===== src/rtl/ecp3_csa_pkg.sv =====
// Shared definitions for the ECP3 clock/strobe alignment phase sweep.
package ecp3_csa_pkg;

   localparam int PHASE_W = 4;
   localparam int NPHASE  = 16;

   localparam logic [1:0] ST_ALIGNED = 2'b00;

   typedef enum logic [3:0] {
      IDLE    = 4'd0,
      STOP    = 4'd1,
      STEP    = 4'd2,
      RESTART = 4'd3,
      SETTLE  = 4'd4,
      SAMPLE  = 4'd5,
      EVAL    = 4'd6,
      LOCKED  = 4'd7,
      FAILED  = 4'd8
   } state_t;

endpackage


===== src/rtl/phase_window_eval.sv =====
// Circular longest-run-of-ones search over the 16-entry pass map,
// one bit per cycle for two laps so a window wrapping past phase 15 is seen whole.
module phase_window_eval
   import ecp3_csa_pkg::*;
(
   input  logic                 sclk,
   input  logic                 reset,
   input  logic                 start,
   input  logic [NPHASE-1:0]    map,
   output logic                 done,
   output logic [4:0]           len,
   output logic [PHASE_W-1:0]   win_start
);

   logic [NPHASE-1:0]  map_q;
   logic [4:0]         pos;
   logic               running;
   logic [4:0]         cur_len;
   logic [PHASE_W-1:0] cur_start;
   logic [4:0]         nxt_len;
   logic [PHASE_W-1:0] nxt_start;

   // Run length saturates at 16 so an all-pass map keeps start 0.
   always_comb begin
      nxt_len   = '0;
      nxt_start = cur_start;
      if (map_q[pos[3:0]]) begin
         nxt_start = (cur_len == 5'd0) ? pos[3:0] : cur_start;
         nxt_len   = (cur_len == 5'd16) ? cur_len : cur_len + 5'd1;
      end
   end

   always_ff @(posedge sclk or posedge reset) begin
      if (reset) begin
         map_q     <= '0;
         pos       <= '0;
         running   <= 1'b0;
         cur_len   <= '0;
         cur_start <= '0;
         len       <= '0;
         win_start <= '0;
         done      <= 1'b0;
      end else begin
         done <= 1'b0;
         if (start) begin
            map_q     <= map;
            pos       <= '0;
            running   <= 1'b1;
            cur_len   <= '0;
            cur_start <= '0;
            len       <= '0;
            win_start <= '0;
         end else if (running) begin
            cur_len   <= nxt_len;
            cur_start <= nxt_start;
            // Strictly longer only: equal runs keep the earlier start.
            if (nxt_len > len) begin
               len       <= nxt_len;
               win_start <= nxt_start;
            end
            pos <= pos + 5'd1;
            if (pos == 5'd31) begin
               running <= 1'b0;
               done    <= 1'b1;
            end
         end
      end
   end

endmodule


===== src/rtl/ecp3_phase_sweep.sv =====
// ECLK/SCLK phase sweep: scans all PLL phases, centres on the widest passing window.
// Optional CSA_MARGIN_EN adds margin_code, an offset added to the chosen centre.
module ecp3_phase_sweep
   import ecp3_csa_pkg::*;
#(
   parameter int SETTLE_CYCLES = 128,
   parameter int STOP_CYCLES   = 8,
   parameter int RST_CYCLES    = 4
) (
   input  logic               reset,
   input  logic               sclk,
   input  logic               lock,
   input  logic [1:0]         align_status,
   input  logic               reset_datapath,
`ifdef CSA_MARGIN_EN
   input  logic [3:0]         margin_code,
`endif
   output logic [PHASE_W-1:0] phase,
   output logic               stop_out,
   output logic               reset_datapath_out,
   output logic               good,
   output logic               err,
   output logic               busy
);

   state_t             state;
   logic               lock_m, lock_s;
   logic               rd_m, rd_s, rd_d;
   logic               rd_rise;
   logic [15:0]        cnt;
   logic [PHASE_W-1:0] index;
   logic [NPHASE-1:0]  pass_map;
   logic               apply_mode;
   logic [PHASE_W-1:0] center_q;
   logic               eval_start;
   logic               ev_done;
   logic [4:0]         ev_len;
   logic [PHASE_W-1:0] ev_start;
   logic [4:0]         half;
   logic [PHASE_W-1:0] center;
   logic [PHASE_W-1:0] applied;
   logic               status_pass;

   assign status_pass = (align_status == ST_ALIGNED);
   assign rd_rise     = rd_s & ~rd_d;

   assign half   = (ev_len - 5'd1) >> 1;
   assign center = ev_start + half[3:0];
`ifdef CSA_MARGIN_EN
   assign applied = center + margin_code;
`else
   assign applied = center;
`endif

   assign stop_out           = (state == STOP) || (state == STEP);
   assign reset_datapath_out = (state == RESTART) || ((state == IDLE) && !lock_s);
   assign busy               = !((state == LOCKED) || (state == FAILED));
   assign err                = (state == FAILED);

   phase_window_eval u_eval (
      .sclk      (sclk),
      .reset     (reset),
      .start     (eval_start),
      .map       (pass_map),
      .done      (ev_done),
      .len       (ev_len),
      .win_start (ev_start)
   );

   always_ff @(posedge sclk or posedge reset) begin
      if (reset) begin
         lock_m <= 1'b0;
         lock_s <= 1'b0;
         rd_m   <= 1'b0;
         rd_s   <= 1'b0;
         rd_d   <= 1'b0;
      end else begin
         lock_m <= lock;
         lock_s <= lock_m;
         rd_m   <= reset_datapath;
         rd_s   <= rd_m;
         rd_d   <= rd_s;
      end
   end

   always_ff @(posedge sclk or posedge reset) begin
      if (reset) begin
         state      <= IDLE;
         phase      <= '0;
         good       <= 1'b0;
         cnt        <= '0;
         index      <= '0;
         pass_map   <= '0;
         apply_mode <= 1'b0;
         center_q   <= '0;
         eval_start <= 1'b0;
      end else begin
         eval_start <= 1'b0;
         if ((state != IDLE) && !lock_s) begin
            state <= IDLE;
            cnt   <= '0;
            good  <= 1'b0;
         end else begin
            case (state)
               IDLE: if (lock_s) begin
                  pass_map   <= '0;
                  index      <= '0;
                  apply_mode <= 1'b0;
                  cnt        <= '0;
                  state      <= STOP;
               end
               STOP: if (cnt == 16'(STOP_CYCLES - 1)) begin
                  cnt   <= '0;
                  state <= STEP;
               end else cnt <= cnt + 16'd1;
               STEP: begin
                  phase <= apply_mode ? center_q : index;
                  state <= RESTART;
               end
               RESTART: if (cnt == 16'(RST_CYCLES - 1)) begin
                  cnt   <= '0;
                  state <= SETTLE;
               end else cnt <= cnt + 16'd1;
               SETTLE: if (cnt == 16'(SETTLE_CYCLES - 1)) begin
                  cnt   <= '0;
                  state <= SAMPLE;
               end else cnt <= cnt + 16'd1;
               SAMPLE: if (apply_mode) begin
                  state <= LOCKED;
               end else begin
                  pass_map[index] <= status_pass;
                  if (index == 4'd15) begin
                     state      <= EVAL;
                     eval_start <= 1'b1;
                  end else begin
                     index <= index + 4'd1;
                     state <= STOP;
                  end
               end
               EVAL: if (ev_done) begin
                  if (ev_len == 5'd0) begin
                     phase <= '0;
                     state <= FAILED;
                  end else begin
                     center_q   <= applied;
                     apply_mode <= 1'b1;
                     state      <= STOP;
                  end
               end
               LOCKED, FAILED: begin
                  good <= (state == LOCKED) && status_pass;
                  if (rd_rise) begin
                     good       <= 1'b0;
                     pass_map   <= '0;
                     index      <= '0;
                     apply_mode <= 1'b0;
                     cnt        <= '0;
                     state      <= STOP;
                  end
               end
               default: state <= IDLE;
            endcase
         end
      end
   end

endmodule

===== config.mk =====
export PLATFORM = sky130hd
export DESIGN_NAME = ecp3_phase_sweep
export DESIGN_NICKNAME = d
export VERILOG_FILES = /design/src/rtl/ecp3_csa_pkg.sv /design/src/rtl/phase_window_eval.sv /design/src/rtl/ecp3_phase_sweep.sv
export SDC_FILE = /design/constraint.sdc
export NUM_CORES = 1
export LEC_CHECK = 0
export CAP_MARGIN = 20
export CELL_PAD_IN_SITES_DETAIL_PLACEMENT = 0
export CELL_PAD_IN_SITES_GLOBAL_PLACEMENT = 2
export CORE_AREA = 2 2 112 141
export DETAILED_ROUTE_END_ITERATION = 6
export DIE_AREA = 0 0 114 143
export PLACE_DENSITY = 0.79
export SETUP_SLACK_MARGIN = 0.4
export SKIP_CTS_REPAIR_TIMING = 1
export SYNTH_ARGS = -nofsm -noshare
export SYNTH_HDL_FRONTEND = slang
export SYNTH_SLANG_ARGS = --single-unit
export TNS_END_PERCENT = 100

===== constraint.sdc =====
create_clock -name sclk -period 3.08 [get_ports sclk]
set_input_delay 0.77 -clock sclk [delete_from_list [all_inputs] [get_ports sclk]]
set_output_delay 0.77 -clock sclk [all_outputs]
set_load 0.01 [all_outputs]

==> metrics.md, run 1 <==
| Metric | Value |
|---|---|
| Initial antenna violation count | 0 |
| Die height | 143 um |
| Starting DRT DRC Count | 245 |
| R2R cell count | 13 |
| Synthesis-to-finish area growth | 15.0% |
| Drt total wl | about 12000 um |
| Maximum vdd drop | 0.000245 V |
| Drc violations | 0 |
| CP Launch Point | u_eval.pos[0] |
| Max clock buf depth | 2 |
| Vias in the first global route | 3913 |
| Placement row count | 50 |
| Fillers | 1445 |
| Routed via count | between 4000 and 5000 |
| Syn avg cell area | 9.91 sq um |
| Worst Setup Start Kind | flop |
| Yosys reg bits | 97 |
| DIE AREA | between 15000 and 20000 sq um |
| Final net count | approximately 590 |
| Gpl congestion | 0.882 |
| Sequential-to-total area share from yosys stat | between 40 and 50% |
| Clock Latency Late Sink | 0.34 ns |
| Final setup vio count | 0 |
| Antenna diodes | 0 |
| Worst-Margin Slew | between 0.7 and 0.8 ns |
| Post-DP HPWL | between 8000 and 9000 um |
| IO Pins | 15 |
| CP endpoint kind | flop |
| Routed Antenna Nets | 0 |
| Final hold slack | 0.350 ns |
| Clock sinks | between 90 and 100 |
| Htree depth | 3 |
| Worst hold stages | 0 |
| Post-synth EDFFs | 0 |
| Routed len/inst | 16.2 um |
| Router iterations before antenna repair | 4 |
| CTS buffer count | 9 |
| Worst hold path startpoint | rd_m |
| Share of cells above drive strength 1 | 16.3% |
| Power per cell area | between 500 and 600 nW/um^2 |
| Hold Path End | rd_s |
| GRT Util Overall | 15.2% |
| Period minus WS final | 2.78 ns |
| Max Cap Viol | 0 |
| Die W | 114 um |
| First-pass GRT wire length | 19900 um |
| Fmax | 0.359 GHz |
| Synth Warn # | 0 |
| Final hold vios | 0 |
| Critical R2R Launch | u_eval.pos[0] |
| Core area | 14900 sq um |
| Leakage power | 2.84 nW |
| Via density | 5.36 |
| Global route total overflow | 0 |
| Mapped cell area | roughly 5400 sq um |
| Status | finished, final reports clean |
| R2r endpoint | u_eval.len[2] |
| Setup Crit Path Kind | flop to flop |
| Relative slew slack | between 40% and 50% |
| Net Count, Synth | 575 |
| Hold/Removal Path Class | flop to flop |
| Reg area | 2430 sq um |
| Crit path DAT | 3.02 ns |
| Clock root cell | clkbuf_16 |
| Max Slew Vio Count | 0 |
| Initial core utilization | 36.6% |
| Clock slew at reported path FFs | 0.07 ns |
| Crit-path max FO | 6 |
| Multi-input logic area | ~2900 sq um |
| Final period util | 90.4% |
| CTS tree | yes |
| Cells after Synth | 549 |
| Top FF cell, synth | dfrtp_1 |
| R2R setup slack | 0.30 ns |
| IO Port Bufs | 14 |
| Ys async rst share | 100% |
| Clock skew | 0.00725 ns |
| RSZ-0062 raised after global routing | true |
| Synth cell types | 58 |
| Required @ worst endpoint | 3.31 ns |
| Setup TNS | 0 ns |
| Pin count of the biggest net entering global routing | 57 |
-- synthesized netlist by cell type (all sizes together) (3+ instances only) --
| cell type | instances | area [sq um] |
|---|---|---|
| a211oi | 5 | 37.5 |
| a21oi | 18 | 97.6 |
| a22o | 6 | 52.6 |
| a22oi | 5 | 37.5 |
| a32o | 4 | 40.0 |
| and2 | 10 | 63.8 |
| and3 | 9 | 57.6 |
| buf | 14 | 101 |
| clkbuf | 15 | 76.3 |
| dfrtp | 97 | 2430 |
| ha | 19 | 238 |
| inv | 17 | 63.8 |
| mux2 | 20 | 225 |
| mux2i | 41 | 410 |
| nand2 | 53 | 201 |
| nand2b | 6 | 37.5 |
| nand3 | 15 | 75.1 |
| nand4 | 21 | 131 |
| nor2 | 60 | 228 |
| nor2b | 11 | 68.8 |
| nor3 | 9 | 45.0 |
| o211ai | 4 | 40.0 |
| o21ai | 26 | 130 |
| o22ai | 3 | 18.8 |
| o31ai | 10 | 80.1 |
| or3 | 4 | 25.0 |
| xnor2 | 12 | 105 |
| xor2 | 7 | 61.3 |
-- registers in the layout (all words and copies together), names as in the netlist, 5 cells and up --
register        flops
u_eval.pos          5
pass_map           16
cnt                16
u_eval.map_q       16
u_eval.len          5
u_eval.cur_len      5
-- worst max-delay path, cell delays in order, from the launching register on --
cell and delay, ns:
dfrtp_2 0.45, buf_6 0.16, mux2i_1 0.24, a22oi_1 0.14
a22oi_2 0.28, nand2b_4 0.24, nor2_4 0.06, ha_4 0.27
nand4_1 0.09, mux2i_1 0.18, a21oi_2 0.07, buf_4 0.15
and2_4 0.14, a22o_1 0.20
-- cell type report --
type	instances	area share, %
sequential	97	38.8
clock inverter	4	0.859
timing repair buffer	36	5.38
clock buffer	11	3.88
multi-input combinational	407	46.4
tap	182	3.64
inverter	17	1.08
-- how the worst max path moves through the flow --
stage	end	slack, ns
after floorplan	u_eval.win_start[1]	0.44
after global placement	u_eval.len[3]	0.22
after detailed placement	u_eval.len[3]	0.06
after CTS	u_eval.len[3]	0.04
after global routing	u_eval.len[2]	0.14
final	u_eval.len[2]	0.30
-- per-layer routing --
layer  up-vias  wire length, um  GRT usage [%]
li1       1994                -              -
met1      1980             5820           20.7
met2        52             5880           24.7
met3        15              283           2.42
met4         0              200           5.07
met5         -                0              0
-- logic make-up after synthesis --
logic type                 after synthesis  synth area share (%)
xor gates and xnor gates                19                  3.06
adders and majority gates               20                  4.74
buffers and inverters                   46                  4.44
AOI/OAI and AO/OA                       93                  12.0
muxes                                   61                  11.7
DFF                                     97                  44.6
and+or+nand+nor                        213                  19.5
-- cells in the final DEF (no fill, tap or decap), types with 5 or more instances in the layout --
master / netlist / layout
mux2i_1: 41 / 38
nor3_1: 9 / 9
nor2b_1: 11 / 11
nand2_1: 52 / 52
a21oi_1: 16 / 15
nand4_1: 21 / 21
buf_4: 0 / 18
xor2_1: 7 / 7
dfrtp_1: 97 / 95
clkbuf_16: 0 / 9
and2_1: 9 / 8
inv_1: 17 / 16
a22o_1: 6 / 6
o31ai_1: 9 / 8
o21ai_0: 25 / 25
nand3_1: 15 / 15
clkdlybuf4s50_1: 0 / 11
and3_1: 8 / 8
mux2_2: 20 / 20
nor2_1: 59 / 54
xnor2_1: 12 / 12
nand2b_1: 6 / 5
ha_1: 19 / 17
-- stage by stage --
stage / power [W] / cells / cell area, sq um / worst slack (ns) / utilization [%]
floorplan: 0.00187 / 549 / 5460 / 0.440 / -
finish: 0.00315 / 754 / 6260 / 0.297 / 42.1
global placement: 0.00203 / 728 / 5750 / 0.220 / 38.6
CTS: 0.00317 / 743 / 6050 / 0.0408 / 40.6
detailed placement: 0.00204 / 728 / 5750 / 0.0575 / 38.6
global route: 0.00330 / 754 / 6260 / 0.138 / 42.1
-- power breakdown --
group          leakage (nW)  internal [W]  total [W]  switching (W)
logic                  1.37      0.000237   0.000649       0.000412
clock network         0.138      0.000649    0.00113       0.000478
registers              1.33       0.00131    0.00137      0.0000565
total                  2.84       0.00220    0.00315       0.000946
Power figures use the tool's default switching activity.
==> run 2, diff against run 1 <==
--- a/config.mk
+++ b/config.mk
@@ -8,13 +8,13 @@
 export CAP_MARGIN = 20
 export CELL_PAD_IN_SITES_DETAIL_PLACEMENT = 0
 export CELL_PAD_IN_SITES_GLOBAL_PLACEMENT = 2
-export CORE_AREA = 2 2 112 141
+export CORE_AREA = 2 2 105 133
+export CTS_BUF_LIST = sky130_fd_sc_hd__clkbuf_8
 export DETAILED_ROUTE_END_ITERATION = 6
-export DIE_AREA = 0 0 114 143
-export PLACE_DENSITY = 0.79
+export DIE_AREA = 0 0 107 135
+export PLACE_DENSITY = 0.85
 export SETUP_SLACK_MARGIN = 0.4
 export SKIP_CTS_REPAIR_TIMING = 1
 export SYNTH_ARGS = -nofsm -noshare
 export SYNTH_HDL_FRONTEND = slang
 export SYNTH_SLANG_ARGS = --single-unit
-export TNS_END_PERCENT = 100
==> constraint.sdc (replaced) <==
create_clock -name sclk -period 3 [get_ports sclk]
set_input_delay 0.75 -clock sclk [delete_from_list [all_inputs] [get_ports sclk]]
set_output_delay 0.75 -clock sclk [all_outputs]
set_load 0.01 [all_outputs]
==> run 2 against run 1 <==
Compared with the run above:
- fmax is 2.6% higher
- clock skew grew 0.0083 ns
- power fell by 9.8%
- die area shrank 11%
- sequential cell count unchanged
- final cell count is 2.1% lower
- register-to-register slack hardly changed
- largest power group unchanged
- first-iteration DRC count up 9.8%
- sequential share of layout area up 1.1 points
- non-clock buffer count shrank 5
- final area is 2.8% lower
- global-route usage is 1.9 points higher
==> metrics.md, run 2 (same netlist as run 1, synthesis figures left out) <==
| Metric | Value |
|---|---|
| Status | finished, final reports clean (unchanged) |
| Initial core utilization | 41.5% (was 36.6%) |
| Final hold vios | 0 (unchanged) |
| Share of cells above drive strength 1 | 15.7% (was 16.3%) |
| Post-DP HPWL | 8360 um (was 8420 um) |
| Synthesis-to-finish area growth | 11.8% (was 15.0%) |
| Setup Crit Path Kind | flop to flop (unchanged) |
| Buffers and inverters on the worst path | 1 (was 2) |
| GRT Util Overall | 17.1% (was 15.2%) |
| Worst hold stages | 0 (unchanged) |
| Most common cell after layout, fill and taps aside | dfrtp_1 (unchanged) |
| Period minus WS final | 2.71 ns (was 2.78 ns) |
| Maximum vdd drop | 0.000188 V (was 0.000245 V) |
| Clock skew | 0.0156 ns (was 0.00725 ns) |
| Final period util | 90.4% (about the same) |
| Placement row count | 47 (was 50) |
| IO Port Bufs | 14 (unchanged) |
| First-pass GRT wire length | 19600 um (was 19900 um) |
| Setup TNS | 0 ns (unchanged) |
| R2R cell count | 13 (unchanged) |
| IO Pins | 15 (unchanged) |
| Multi-input logic area | 2900 sq um (about the same) |
| Commonest cells after routing, fill and taps aside | dfrtp_1 (94), nor2_1 (55), nand2_1 (52) (was dfrtp_1 (95), nor2_1 (54), nand2_1 (52)) |
| Crit path DAT | 2.97 ns (was 3.02 ns) |
| Die W | 107 um (was 114 um) |
| Clock sinks | 97 (unchanged) |
| Setup ws final | 0.287 ns (was 0.297 ns) |
| Hold Path End | lock_s (was rd_s) |
| Routed via count | 3988 (was 4041) |
| Crit-path max cell delay | 0.47 ns (was 0.45 ns) |
| Reg area | 2430 sq um (about the same) |
| Pin count of the biggest net entering global routing | 53 (was 57) |
| Final net count | 589 (was 594) |
| Final setup vio count | 0 (unchanged) |
| Clock slew at reported path FFs | 0.10 ns (was 0.07 ns) |
| Antenna diodes | 0 (unchanged) |
| Drc violations | 0 (unchanged) |
| Via density | 5.40 (was 5.36) |
| Die height | 135 um (was 143 um) |
| CP endpoint kind | flop (unchanged) |
| Clock Latency Late Sink | 0.36 ns (was 0.34 ns) |
| Slowest cell on the critical path | dfrtp_2 (unchanged) |
| Drt total wl | 11600 um (was 12200 um) |
| Fmax | 0.369 GHz (was 0.359 GHz) |
| Max clock buf depth | 2 (unchanged) |
| Most frequent CP cell | nor2_4 (was mux2i_1) |
| Relative slew slack | 53.8% (was 49.5%) |
| RSZ-0062 raised after global routing | true (unchanged) |
| Critical R2R Launch | u_eval.pos[0] (unchanged) |
| Initial antenna violation count | 0 (unchanged) |
| Crit-path max FO | 6 (unchanged) |
| Crit-path cells | buf_6 > mux2i_2 > a221oi_2 > a22oi_2 > nand2b_4 > nor2_4 > ha_4 > nand4_1 > mux2i_1 > a21oi_2 > and2_4 > nor2_4 > a22o_1 (was buf_6 > mux2i_1 > a22oi_1 > a22oi_2 > nand2b_4 > nor2_4 > ha_4 > nand4_1 > mux2i_1 > a21oi_2 > buf_4 > and2_4 > a22o_1) |
| Htree depth | 3 (unchanged) |
| DIE AREA | 14400 sq um (was 16300 sq um) |
| Gpl congestion | 0.834 (was 0.882) |
| CTS tree | yes (unchanged) |
| WP depth | 13 (unchanged) |
| Required @ worst endpoint | 3.26 ns (was 3.31 ns) |
| Clock root cell | clkbuf_8 (was clkbuf_16) |
| Fillers | 1224 (was 1445) |
| Max Cap Viol | 0 (unchanged) |
| Routed Antenna Nets | 0 (unchanged) |
| Vias in the first global route | 3970 (was 3913) |
| Router iterations before antenna repair | 5 (was 4) |
| Leakage power | 2.79 nW (was 2.84 nW) |
| Worst-Margin Slew | 0.692 ns (was 0.756 ns) |
| Setup WS pre-CTS | 0.0282 ns (was 0.0575 ns) |
| Hold/Removal Path Class | flop to flop (unchanged) |
| Max Slew Vio Count | 0 (unchanged) |
| CTS buffer count | 9 (unchanged) |
| Worst Setup Start Kind | flop (unchanged) |
| Final instance area | 6090 sq um (was 6260 sq um) |
| Starting DRT DRC Count | 269 (was 245) |
| Worst hold path startpoint | lock_m (was rd_m) |
| Top flop regs | cnt x16, pass_map x16, u_eval.map_q x16 (unchanged) |
| Placed inst area | 5740 sq um (was 5750 sq um) |
| Power per cell area | 466 nW/um^2 (was 502 nW/um^2) |
| Routed len/inst | 15.8 um (was 16.2 um) |
| Largest delay share family, worst path | compound AO/OA/AOI/OAI gates (unchanged) |
| CP Launch Point | u_eval.pos[0] (unchanged) |
| R2r endpoint | u_eval.len[3] (was u_eval.len[2]) |
| Core area | 13100 sq um (was 14900 sq um) |
| Global route total overflow | 0 (unchanged) |
| R2R setup slack | 0.29 ns (was 0.30 ns) |
==> run 2: cell types whose count changed in the layout (fill, tap and decap cells not counted), sizes merged <==
cell	change
clkinvlp	-2
inv	+2
clkbuf	+1
buf	-6
dlymetal6s2s	+1
clkdlybuf4s50	-1
clkinv	+1
bufinv	-1
==> run 2: stage by stage <==
step	hold slack (ns)	utilization (%)	std cells	total power, W
3_3_place_gp	0.332	43.7	715	0.00209
2_1_floorplan	0.331	-	549	0.00192
4_1_cts	0.361	45.1	730	0.00287
3_5_place_dp	0.339	43.7	715	0.00209
5_1_grt	0.374	46.4	738	0.00301
6_report	0.358	46.4	738	0.00284
==> run 2: area by class of cell <==
type | instances | share of cell area (%)
Multi-Input combinational cell | 407 | 47.6
Sequential cell | 97 | 39.9
Timing Repair Buffer | 31 | 4.99
Tap cell | 171 | 3.51
Clock buffer | 11 | 2.49
Inverter | 17 | 1.11
Clock inverter | 4 | 0.349
==> run 2: worst max path at each step <==
stage | to | slack [ns]
after floorplan | u_eval.win_start[1] | 0.40
after global placement | u_eval.len[3] | 0.14
after detailed placement | u_eval.len[3] | 0.03
after CTS | u_eval.len[3] | 0.01
after global routing | u_eval.len[3] | 0.14
final | u_eval.len[3] | 0.29
==> run 2: metal layers <==
layer / up-vias / routed length, um / track usage (%)
li1: 1972 / - / -
met1: 1949 / 5460 / 23.4
met2: 59 / 5770 / 28.0
met3: 8 / 273 / 2.61
met4: 0 / 119 / 5.56
met5: - / 0 / 0
==> run 2: power breakdown <==
group | total (W) | internal [W] | switching (W) | leakage [nW]
clock | 0.000773 | 0.000337 | 0.000435 | 0.0978
combinational | 0.000659 | 0.000243 | 0.000416 | 1.36
sequential | 0.00141 | 0.00135 | 0.0000588 | 1.33
==> run 3, diff against run 2 <==
--- a/config.mk
+++ b/config.mk
@@ -5,14 +5,16 @@
 export SDC_FILE = /design/constraint.sdc
 export NUM_CORES = 1
 export LEC_CHECK = 0
+export ABC_AREA = 1
 export CAP_MARGIN = 20
 export CELL_PAD_IN_SITES_DETAIL_PLACEMENT = 0
 export CELL_PAD_IN_SITES_GLOBAL_PLACEMENT = 2
-export CORE_AREA = 2 2 105 133
+export CORE_AREA = 2 2 114 144
 export CTS_BUF_LIST = sky130_fd_sc_hd__clkbuf_8
 export DETAILED_ROUTE_END_ITERATION = 6
-export DIE_AREA = 0 0 107 135
-export PLACE_DENSITY = 0.85
+export DIE_AREA = 0 0 116 146
+export GPL_TIMING_DRIVEN = 0
+export PLACE_DENSITY = 0.84
 export SETUP_SLACK_MARGIN = 0.4
 export SKIP_CTS_REPAIR_TIMING = 1
 export SYNTH_ARGS = -nofsm -noshare
==> run 3 against run 2 <==
Compared with the run above:
- via count grew 31%
- synthesized cell count up 42%
- non-clock buffer count rose by 32
- first-iteration DRC count shrank 24%
- hold slack gained 0.0032 ns
- fmax up 6.1%
- clock skew shrank 0.0027 ns
- register-to-register slack better by 0.22 ns
- critical path depth decreased by 6
==> metrics.md, run 3 <==
| Metric | Value |
|---|---|
| Final period util | 85.2% (was 90.4%) |
| Area leader, netlist | dfrtp_1 (unchanged) |
| Synth Warn # | 0 (unchanged) |
| R2r endpoint | u_eval.len[1] (was u_eval.len[3]) |
| Most numerous cell in the Yosys netlist | nand2_1 (was dfrtp_1) |
| IO Pins | 15 (unchanged) |
| Post-synth top area share | 40.5% (was 44.6%) |
| Leakage power | 3.32 nW (was 2.79 nW) |
| Via density | 4.98 (was 5.40) |
| Clock skew | 0.0129 ns (was 0.0156 ns) |
| R2R cell count | 20 (was 13) |
| Psw | 0.00150 W (was 0.000910 W) |
| Mapped cell area | 6000 sq um (was 5440 sq um) |
| Final net count | 857 (was 589) |
| Max Cap Viol | 0 (unchanged) |
| Top post-synthesis cells by area | dfrtp_1 (40%), nand2_1 (14%), nand3_1 (6.8%) (was dfrtp_1 (45%), mux2i_1 (7.5%), ha_1 (4.4%)) |
| Routed len/inst | 14.6 um (was 15.8 um) |
| Relative slew slack | 56.5% (was 53.8%) |
| Maximum vdd drop | 0.000209 V (was 0.000188 V) |
| Post-DP HPWL | 11500 um (was 8360 um) |
| Max Slew Vio Count | 0 (unchanged) |
| Worst Setup Start Kind | flop (unchanged) |
| Finished Core Util | 45.8% (was 46.4%) |
| Commonest cells after routing, fill and taps aside | nand2_1 (212), dfrtp_1 (93), inv_1 (77) (was dfrtp_1 (94), nor2_1 (55), nand2_1 (52)) |
| Initial antenna violation count | 0 (unchanged) |
| Gpl congestion | 0.866 (was 0.834) |
| Fmax | 0.391 GHz (was 0.369 GHz) |
| Net Count, Synth | 806 (was 575) |
| Synthesis-to-finish area growth | 17.9% (was 11.8%) |
| Top FF cell, synth | dfrtp_1 (unchanged) |
| Router iterations before antenna repair | 5 (unchanged) |
| Initial core utilization | 38.8% (was 41.5%) |
| Crit path DAT | 1.81 ns (was 2.97 ns) |
| Setup ws final | 0.444 ns (was 0.287 ns) |
| Die W | 116 um (was 107 um) |
| Clock Latency Late Sink | 0.39 ns (was 0.36 ns) |
| Clock share of power | 25.9% (was 27.2%) |
| Final setup vio count | 0 (unchanged) |
| Ys async rst share | 100% (unchanged) |
| Htree depth | 3 (unchanged) |
| Critical R2R Launch | u_eval.pos[0] (unchanged) |
| Antenna diodes | 0 (unchanged) |
| Clock root cell | clkbuf_8 (unchanged) |
| Crit-path max FO | 10 (was 6) |
| Die height | 146 um (was 135 um) |
| Synth cell types | 46 (was 58) |
| Placement row count | 51 (was 47) |
| Post-synth EDFFs | 0 (unchanged) |
| Top flop regs | cnt x16, pass_map x16, u_eval.map_q x16 (unchanged) |
| Fillers | 1597 (was 1224) |
| Sw Share | 39.3% (was 32.1%) |
| Comb pwr share | 37.0% (was 23.2%) |
| Drc violations | 0 (unchanged) |
| Drt total wl | 15300 um (was 11600 um) |
| Pin count of the biggest net entering global routing | 40 (was 53) |
| Required @ worst endpoint | 2.25 ns (was 3.26 ns) |
| Max clock buf depth | 2 (unchanged) |
| Cells after Synth | 780 (was 549) |
| Global route total overflow | 0 (unchanged) |
| Sequential-to-total area share from yosys stat | 40.5% (was 44.6%) |
| Period minus WS final | 2.56 ns (was 2.71 ns) |
| Hold Path End | lock_s (unchanged) |
| Setup WS pre-CTS | -0.217 ns (was 0.0282 ns) |
| Synth top cells by count | nand2_1 (219), dfrtp_1 (97), inv_1 (82), nand3_1 (81), nor2_1 (50) (was dfrtp_1 (97), nor2_1 (59), nand2_1 (52), mux2i_1 (41), o21ai_0 (25)) |
| Pint | 0.00231 W (was 0.00193 W) |
| CP endpoint kind | primary output (was flop) |
| Power per cell area | 539 nW/um^2 (was 466 nW/um^2) |
| Yosys reg bits | 97 (unchanged) |
| Clock sinks | 97 (unchanged) |
| Worst-Margin Slew | 0.651 ns (was 0.692 ns) |
| Routed via count | 5222 (was 3988) |
| Status | finished, final reports clean (unchanged) |
| Clock slew at reported path FFs | 0.10 ns (about the same) |
| Reg area | 2430 sq um (about the same) |
| RSZ-0062 raised after global routing | true (unchanged) |
| DIE AREA | 16900 sq um (was 14400 sq um) |
| IO Port Bufs | 14 (unchanged) |
| CTS tree | yes (unchanged) |
| Core area | 15400 sq um (was 13100 sq um) |
| Hold/Removal Path Class | flop to flop (unchanged) |
| Worst hold path startpoint | lock_m (unchanged) |
| CTS buffer count | 9 (unchanged) |
| Multi-input logic area | 3240 sq um (was 2900 sq um) |
| Sequential group share of total power | 37.1% (was 49.5%) |
| Share of cells above drive strength 1 | 18.5% (was 15.7%) |
| Most common cell after layout, fill and taps aside | nand2_1 (was dfrtp_1) |
| R2R setup slack | 0.51 ns (was 0.29 ns) |
| First-pass GRT wire length | 25300 um (was 19600 um) |
| Tot Pwr | 0.00381 W (was 0.00284 W) |
| Final hold slack | 0.362 ns (was 0.358 ns) |
| Worst hold stages | 0 (unchanged) |
| Vias in the first global route | 5202 (was 3970) |
| Final hold vios | 0 (unchanged) |
| Syn avg cell area | 7.69 sq um (was 9.91 sq um) |
| Starting DRT DRC Count | 205 (was 269) |
| GRT Util Overall | 18.9% (was 17.1%) |
| Routed Antenna Nets | 0 (unchanged) |
| Setup Crit Path Kind | flop to primary output (was flop to flop) |
run 3: cell count changes after synthesis, sizes merged, moves of 11 or more:
cell / change
nand2: +187
inv: +73
o21bai: +14
nor2b: -11
nand4: -12
nor2: +11
nand3: +66
mux2: -17
mux2i: -41
o21ai: +26
nor3: +16
run 3: metrics by stage:
stage               instances  instance area [sq um]  TNS [ns]
global route             1048                   7070         0
finish                   1048                   7070         0
floorplan                 780                   6000         0
detailed placement       1008                   6450     -1.71
CTS                      1024                   6670     -2.24
global placement         1006                   6410     -1.36
run 3: power groups by stage:
stage	Sequential (W)	Combinational (W)	Clock [W]
2_1_floorplan	0.00143	0.000963	0
3_3_place_gp	0.00144	0.00130	0
3_5_place_dp	0.00145	0.00130	0
5_1_grt	0.00142	0.00153	0.00107
4_1_cts	0.00142	0.00131	0.00102
6_report	0.00141	0.00141	0.000988
run 3: metal layers:
metal  GRT usage (%)  share of wire, %
met1            22.1                43
met3            2.17               1.5
met5               0                 0
met4            9.40               3.8
met2            33.4                52
run 3: how the worst max path moves through the flow:
stage	startpoint	to	slack, ns	cells past startpoint
5_1_grt	u_eval.pos[0]	u_eval.len[1]	0.28	20
4_1_cts	u_eval.pos[0]	u_eval.win_start[0]	-0.25	17
6_report	state[2]	reset_datapath_out	0.44	7
3_5_place_dp	u_eval.pos[0]	u_eval.win_start[0]	-0.22	17
3_3_place_gp	u_eval.pos[0]	u_eval.len[0]	-0.15	17
2_1_floorplan	u_eval.pos[0]	u_eval.len[0]	0.46	19
run 3: cell type report:
cell class              count  area share, %
clock inverters             7           1.40
flip-flops and latches     97           34.4
repair inverters            1          0.124
multi-input cells         568           45.8
inverters                  91           5.31
well taps                 212           3.75
plain buffers              24           2.42
clock buffers               9           1.75
repair buffers             39           5.04
run 3: critical path: stages, from the launching register on:
cell and delay, ns:
dfrtp_2 0.47, nor2_4 0.14, inv_2 0.08, nor3_4 0.24, inv_1 0.08, buf_4 0.19, nand2_1 0.09, clkbuf_2 0.13
run 3: logic make-up (layout without fill, tap and decap cells):
family                     Yosys count  after routing  synth area share (%)
AOI/OAI and AO/OA                   96             96                  9.80
xor gates and xnor gates            16             16                  2.34
muxes                                3              3                 0.751
DFF                                 97             97                  40.5
adders and majority gates           20             20                  4.30
buffers and inverters              115            171                  8.20
and+or+nand+nor                    433            433                  34.1
